### src/rtl/ne_decoder_pkg.sv
// Shared LDPC decoder constants, unload FSM state encoding and the
// output-buffer beat layout.
package ne_decoder_pkg;
   localparam int Z        = 511;
   localparam int P        = 26;
   localparam int ROWDEPTH = 20;
   localparam int P_LAST   = Z - P*(ROWDEPTH-1);
   localparam int ROWWIDTH = 5;

   // Lanes 0..P_LAST-1 carry valid sign bits on the final row.
   localparam logic [P-1:0] LAST_MASK = {{(P-P_LAST){1'b0}}, {P_LAST{1'b1}}};

   typedef enum logic [1:0] {
      IDLE  = 2'd0,
      READ  = 2'd1,
      DRAIN = 2'd2
   } un_state_t;

   typedef struct packed {
      logic         last;
      logic [P-1:0] data;
   } un_beat_t;
endpackage

### src/rtl/ne_skid_fifo2.sv
// Two-entry register FIFO with the head entry exposed directly; it absorbs
// downstream backpressure against the one-cycle L-memory read latency.
module ne_skid_fifo2
   import ne_decoder_pkg::*;
(
   input  logic       clk,
   input  logic       rst,
   input  logic       push,
   input  un_beat_t   din,
   input  logic       pop,
   output un_beat_t   head,
   output logic [1:0] occupancy
);
   un_beat_t   ent0, ent1;
   logic [1:0] occ;

   // ent0 is always the head; ent1 only holds data when two beats are queued.
   always_ff @(posedge clk) begin
      if (rst) begin
         ent0 <= '0;
         ent1 <= '0;
         occ  <= '0;
      end else begin
         case ({push, pop})
            2'b10: begin
               if (occ == 2'd0) ent0 <= din;
               else             ent1 <= din;
               occ <= occ + 2'd1;
            end
            2'b01: begin
               ent0 <= ent1;
               occ  <= occ - 2'd1;
            end
            2'b11: begin
               if (occ == 2'd1) ent0 <= din;
               else begin
                  ent0 <= ent1;
                  ent1 <= din;
               end
            end
            default: ;
         endcase
      end
   end

   assign head      = ent0;
   assign occupancy = occ;
endmodule

### src/rtl/ne_unload_fsm.sv
// Unload controller: reads ROWDEPTH rows of hard-decision signs from the
// L memory and streams them out over valid/ready, one row per beat.
module ne_unload_fsm
   import ne_decoder_pkg::*;
(
   input  logic                clk,
   input  logic                rst,
   input  logic                unload_start,
   output logic                rd_L_un,
   output logic [ROWWIDTH-1:0] rowaddress_un,
   input  logic [P-1:0]        lmem_sign,
   output logic [P-1:0]        dout,
   output logic [P-1:0]        dout_mask,
   output logic                dout_valid,
   input  logic                dout_ready,
   output logic                dout_last,
   output logic                busy,
   output logic                done,
   output logic                overrun
);
   localparam logic [ROWWIDTH-1:0] LAST_ROW = ROWWIDTH'(ROWDEPTH-1);

   un_state_t           state_q, state_d;
   logic [ROWWIDTH-1:0] row_q, addr_q;
   logic                inflight_q, inflight_last_q;
   logic                done_q, overrun_q;
   logic                issue, hs;
   logic [1:0]          occ;
   un_beat_t            head, push_beat;

   assign hs = dout_valid && dout_ready;

   // occupancy + inflight never exceeds 2, so a read is safe whenever the
   // sum is below 2 or a beat leaves the buffer this cycle.
   always_comb begin
      state_d = state_q;
      issue   = 1'b0;
      case (state_q)
         IDLE:  if (unload_start) state_d = READ;
         READ: begin
            issue = (({1'b0, occ} + {2'b00, inflight_q}) < 3'd2) || hs;
            if (issue && row_q == LAST_ROW) state_d = DRAIN;
         end
         DRAIN: if (hs && head.last) state_d = IDLE;
         default: state_d = IDLE;
      endcase
   end

   always_ff @(posedge clk) begin
      if (rst) begin
         state_q         <= IDLE;
         row_q           <= '0;
         addr_q          <= '0;
         inflight_q      <= 1'b0;
         inflight_last_q <= 1'b0;
         done_q          <= 1'b0;
         overrun_q       <= 1'b0;
      end else begin
         state_q         <= state_d;
         inflight_q      <= issue;
         inflight_last_q <= issue && (row_q == LAST_ROW);
         done_q          <= (state_q == DRAIN) && hs && head.last;
         if (state_q == IDLE && unload_start) row_q <= '0;
         else if (issue)                      row_q <= row_q + 1'b1;
         if (issue) addr_q <= row_q;
         if (unload_start && state_q != IDLE) overrun_q <= 1'b1;
      end
   end

   assign push_beat = '{last: inflight_last_q, data: lmem_sign};

   ne_skid_fifo2 u_fifo (
      .clk       (clk),
      .rst       (rst),
      .push      (inflight_q),
      .din       (push_beat),
      .pop       (hs),
      .head      (head),
      .occupancy (occ)
   );

   assign rd_L_un       = issue;
   assign rowaddress_un = issue ? row_q : addr_q;
   assign dout_valid    = (occ != 2'd0);
   assign dout_mask     = dout_valid ? (head.last ? LAST_MASK : '1) : '0;
   assign dout          = head.data & dout_mask;
   assign dout_last     = dout_valid && head.last;
   assign busy          = (state_q != IDLE);
   assign done          = done_q;
   assign overrun       = overrun_q;
endmodule

### config.mk
export PLATFORM = sky130hd
export DESIGN_NAME = ne_unload_fsm
export DESIGN_NICKNAME = d
export VERILOG_FILES = /design/src/rtl/ne_decoder_pkg.sv /design/src/rtl/ne_skid_fifo2.sv /design/src/rtl/ne_unload_fsm.sv
export SDC_FILE = /design/constraint.sdc
export NUM_CORES = 1
export LEC_CHECK = 0
export BUFFER_PORTS_ARGS = -buffer_cell sky130_fd_sc_hd__buf_2
export CAP_MARGIN = 20
export CORE_MARGIN = 4
export CORE_UTILIZATION = 52
export CTS_CLUSTER_SIZE = 16
export DETAILED_ROUTE_END_ITERATION = 6
export HOLD_SLACK_MARGIN = 0.02
export PLACE_DENSITY = 0.79
export SYNTH_ARGS = -nofsm -noshare
export SYNTH_HDL_FRONTEND = slang
export SYNTH_SLANG_ARGS = --single-unit
export TNS_END_PERCENT = 10
### constraint.sdc
create_clock -name clk -period 5.6 [get_ports clk]
set_input_delay 1.4 -clock clk [delete_from_list [all_inputs] [get_ports clk]]
set_output_delay 1.4 -clock clk [all_outputs]
set_load 0.01 [all_outputs]
==> qor.log <==
[timing] Max-Slew Margin vs Limit 0.3446
[critical_path] data required time of the worst path 4.20 ns
[grt] number of global-route vias before repair 2508
[cells_and_area] fill count 534
[status] outcome finished, final reports clean
[route] routed wire length per instance 13.82 um
[timing] number of hold-slack violations in the final timing report 0
[synthesis] top post-synthesis cells by area sky130_fd_sc_hd__dfxtp_1 43%, sky130_fd_sc_hd__mux2i_1 8.4%, sky130_fd_sc_hd__nor2_1 7.5%
[clock_network] post_cts resized 0
[placed_design] count of buffers from port buffering 92
[route] number of optimization iterations in the first detailed-route pass 4
[clock_network] buffer count from post-CTS setup fixing 0
[synthesis] #FFs+latches synth 72
[clock_network] Hold Buf Count CTS 0
[clock_network] sinks on the clock net 72
[placed_design] count of placed standard cells including taps 478
[timing] setup repair after global routing missed its margin false
[clock_network] CTS Buffer Depth 2
[clock_network] number of buffers created by CTS 9
[synthesis] area of the mapped netlist 3353 um^2
[route] violation count after the first detailed-route iteration 77
[clock_network] Clock H-tree levels 3
[critical_path] ordered cell list for the critical path inv_1, ha_1, nor2b_2, o21ai_4, mux2_2, buf_2
[floorplan] standard-cell rows 28
[critical_path] arrival time of data at the critical path endpoint 2.86 ns
[clock_network] register clock-pin slew on the reported worst setup and hold paths 0.07 ns
[critical_path] cell with the largest stage delay on the worst path sky130_fd_sc_hd__ha_1
[synthesis] Unique masters post-synth 41
[pwr] cell-internal power 1.202 mW
[synthesis] most common cell in the synthesized netlist sky130_fd_sc_hd__dfxtp_1
[route] via count normalized by instance count 5.302
[floorplan] die extent in x 88.30 um
[timing] maximum frequency from static timing analysis 0.2350 GHz
[timing] Fin Setup TNS 0 ns
[pwr] Clock power frac 0.232
[floorplan] Die Area 7797 um^2
[min_path] Tightest Hold Check Type reg2reg
[pwr] Static Leakage 1.923 nW
[synthesis] number of flops mapped to enable cells by yosys 0
[grt] first-pass GRT wire length 11.37 mm
[cells_and_area] number of nets in the final layout 454
[placed_design] routability-driven placement congestion ratio 0.7221
[timing] final worst path period share 0.7598
[critical_path] nature of the critical path endpoint output port
[clock_network] TritonCTS clock tree done
[synthesis] proportion of synthesized chip area in sequential cells 0.4299
[pwr] switching part of the total 0.3781
[min_path] Hold Path Stages 2
[synthesis] Cells after Synth 357
[cells_and_area] Finished Layout Cells 497
[timing] hold slack 0.4838 ns
[run] Max-Cap Viols 0
[critical_path] class of the most critical setup path reg2out
[route] vias 2635
[timing] shortest period the worst path allows 4.255 ns
[critical_path] logic depth of the worst register-to-register path 10
[pwr] power per unit of standard cell area 498.4 nW/um^2
[route] number of design rule violations left after detail routing 0
[clock_network] Clock Latency Late Sink 0.34 ns
[pwr] Psw 0.7307 mW
[critical_path] crit path launch type register
[critical_path] stage delay of the slowest cell on the critical path 0.80 ns
[synthesis] Syn Area/Cell 9.393 um^2
[clock_network] root buf cell sky130_fd_sc_hd__clkbuf_8
[cells_and_area] synthesis-to-layout area growth 15.63%
[cells_and_area] share of post-route cells with drive strength above 1 0.3057
[synthesis] most common library cells after synthesis 72 x sky130_fd_sc_hd__dfxtp_1, 67 x sky130_fd_sc_hd__nor2_1, 29 x sky130_fd_sc_hd__nor3_1
[cells_and_area] area used by sequential logic in the layout 1441 um^2
[synthesis] area share of the leading cell type in the synthesized netlist 0.4299
[floorplan] effective utilization at floorplan 0.5501
[synthesis] Synth Warn # 0
[pwr] relative contribution of sequential cells to total power 0.353
[cells_and_area] Core Util, Final 0.6361
[cells_and_area] count of antenna diodes in the layout 0
[placed_design] half-perimeter wire length after placement 4.489 mm
[timing] transition time at the pin with the least slew margin 0.9831 ns
[route] Detail Route Antenna Nets 0
[synthesis] biggest area consumer among synthesized cells sky130_fd_sc_hd__dfxtp_1
[pwr] PnR Total Power 1.932 mW
[grt] GR Overflow Total 0
[critical_path] maximum net fanout on the critical path 23
[grt] maximum number of pins on one net before global-route repair 70
[timing] number of failing setup endpoints in the final timing report 0
[floorplan] number of placed I/O pins 93
[grt] initial antenna violation count 0
[floorplan] y dimension of the die 88.30 um
[grt] Tot GR Track Use 0.1840
[pwr] IR drop worst, VDD 0.2969 mV
[route] sum of routed wire length over all layers 6.867 mm
[synthesis] Top FF cell, synth sky130_fd_sc_hd__dfxtp_1
[cells_and_area] area taken by multi-input logic gates 1563 um^2
[synthesis] post-synthesis net count 394
[timing] number of max-slew violations in the final report 0
[pwr] combinational share of power 0.415
[timing] maximum clock skew at final layout 0.009412 ns
[floorplan] Core Region 6096 um^2
[synthesis] asr flop ratio synth 0
-- power by group through the flow --
stage,Sequential [mW],Combinational (mW),Clock [mW]
4_1_cts,0.683,0.793,0.459
5_1_grt,0.698,0.897,0.482
3_3_place_gp,0.689,0.774,0
3_5_place_dp,0.695,0.788,0
6_report,0.682,0.802,0.449
2_1_floorplan,0.678,0.712,0
-- cell families (layout without fill, tap and decap cells) --
family,count (synthesis),count (layout),synth area share
AO/OA/AOI/OAI,43,43,0.1123
flip-flops,72,72,0.4299
adder cells (fa/ha/maj),7,7,0.02612
AND/OR/NAND/NOR,142,142,0.2075
multiplexers,33,33,0.1026
XOR/XNOR,5,5,0.01306
buffers and inverters,55,120,0.1086
-- final cells by class --
cell class | count | area share
Timing Repair Buffer | 97 | 0.1375
Clock inverter | 6 | 0.02130
Tap cell | 75 | 0.02420
Multi-Input combinational cell | 230 | 0.4030
Clock buffer | 10 | 0.03550
Inverter | 7 | 0.006776
Sequential cell | 72 | 0.3717
-- cells in the final DEF, fill, tap and decap left out, types with 2 or more instances in the layout --
cell type and instances:
sky130_fd_sc_hd__ha_1 7, sky130_fd_sc_hd__nor3_1 29, sky130_fd_sc_hd__nor2b_1 22, sky130_fd_sc_hd__mux2i_1 28, sky130_fd_sc_hd__o211ai_1 2, sky130_fd_sc_hd__clkinv_2 3
sky130_fd_sc_hd__a221oi_1 27, sky130_fd_sc_hd__mux2_4 2, sky130_fd_sc_hd__xor2_1 5, sky130_fd_sc_hd__and2b_1 2, sky130_fd_sc_hd__o21ai_2 2, sky130_fd_sc_hd__bufinv_16 2
sky130_fd_sc_hd__mux2_2 3, sky130_fd_sc_hd__o21ai_4 2, sky130_fd_sc_hd__buf_4 2, sky130_fd_sc_hd__nand2_1 5, sky130_fd_sc_hd__and2_1 9, sky130_fd_sc_hd__clkbuf_8 10
sky130_fd_sc_hd__nor2_1 67, sky130_fd_sc_hd__nor2b_4 2, sky130_fd_sc_hd__buf_8 2, sky130_fd_sc_hd__inv_1 7, sky130_fd_sc_hd__buf_2 92, sky130_fd_sc_hd__dfxtp_1 72
-- stage by stage --
step                      setup WS, ns  cell area, um^2
after global routing             1.106             3877
final                            1.345             3877
after floorplan                  1.865             3353
after detailed placement         1.475             3600
after CTS                        1.299             3820
after global placement           1.501             3600
-- critical path, delay by kind of cell (launching register included) --
family / cells / cell delay [ns]
multiplexers: 1 / 0.39
flip-flops: 1 / 0.36
AO/OA/AOI/OAI: 1 / 0.46
buffers and inverters: 2 / 0.22
adder cells (fa/ha/maj): 1 / 0.80
AND/OR/NAND/NOR: 1 / 0.29
-- final timing paths --
path,startpoint,slack (ns),endpoint
worst max-delay path,u_fifo.occupancy[0],1.34,rowaddress_un[1]
worst min-delay path,u_fifo.head[26],0.48,done
worst max register to register,u_fifo.occupancy[0],2.26,u_fifo.ent1[2]
worst min register to register,u_fifo.head[26],0.48,done
-- registers in the layout (all words and copies together), names as in the netlist --
name	flops
addr_q	5
done	1
inflight_last_q	1
inflight_q	1
overrun	1
row_q	5
state_q	2
u_fifo.ent1	27
u_fifo.head	27
u_fifo.occupancy	2
-- per-layer routing --
layer | global-route usage | vias up | share of wire
li1 | - | 1323 | -
met1 | 0.2300 | 1212 | 0.45
met2 | 0.3080 | 88 | 0.46
met3 | 0.03911 | 12 | 0.069
met4 | 0.07692 | 0 | 0.018
met5 | 0 | - | 0
Note: power is estimated with default switching activity, not from simulation.
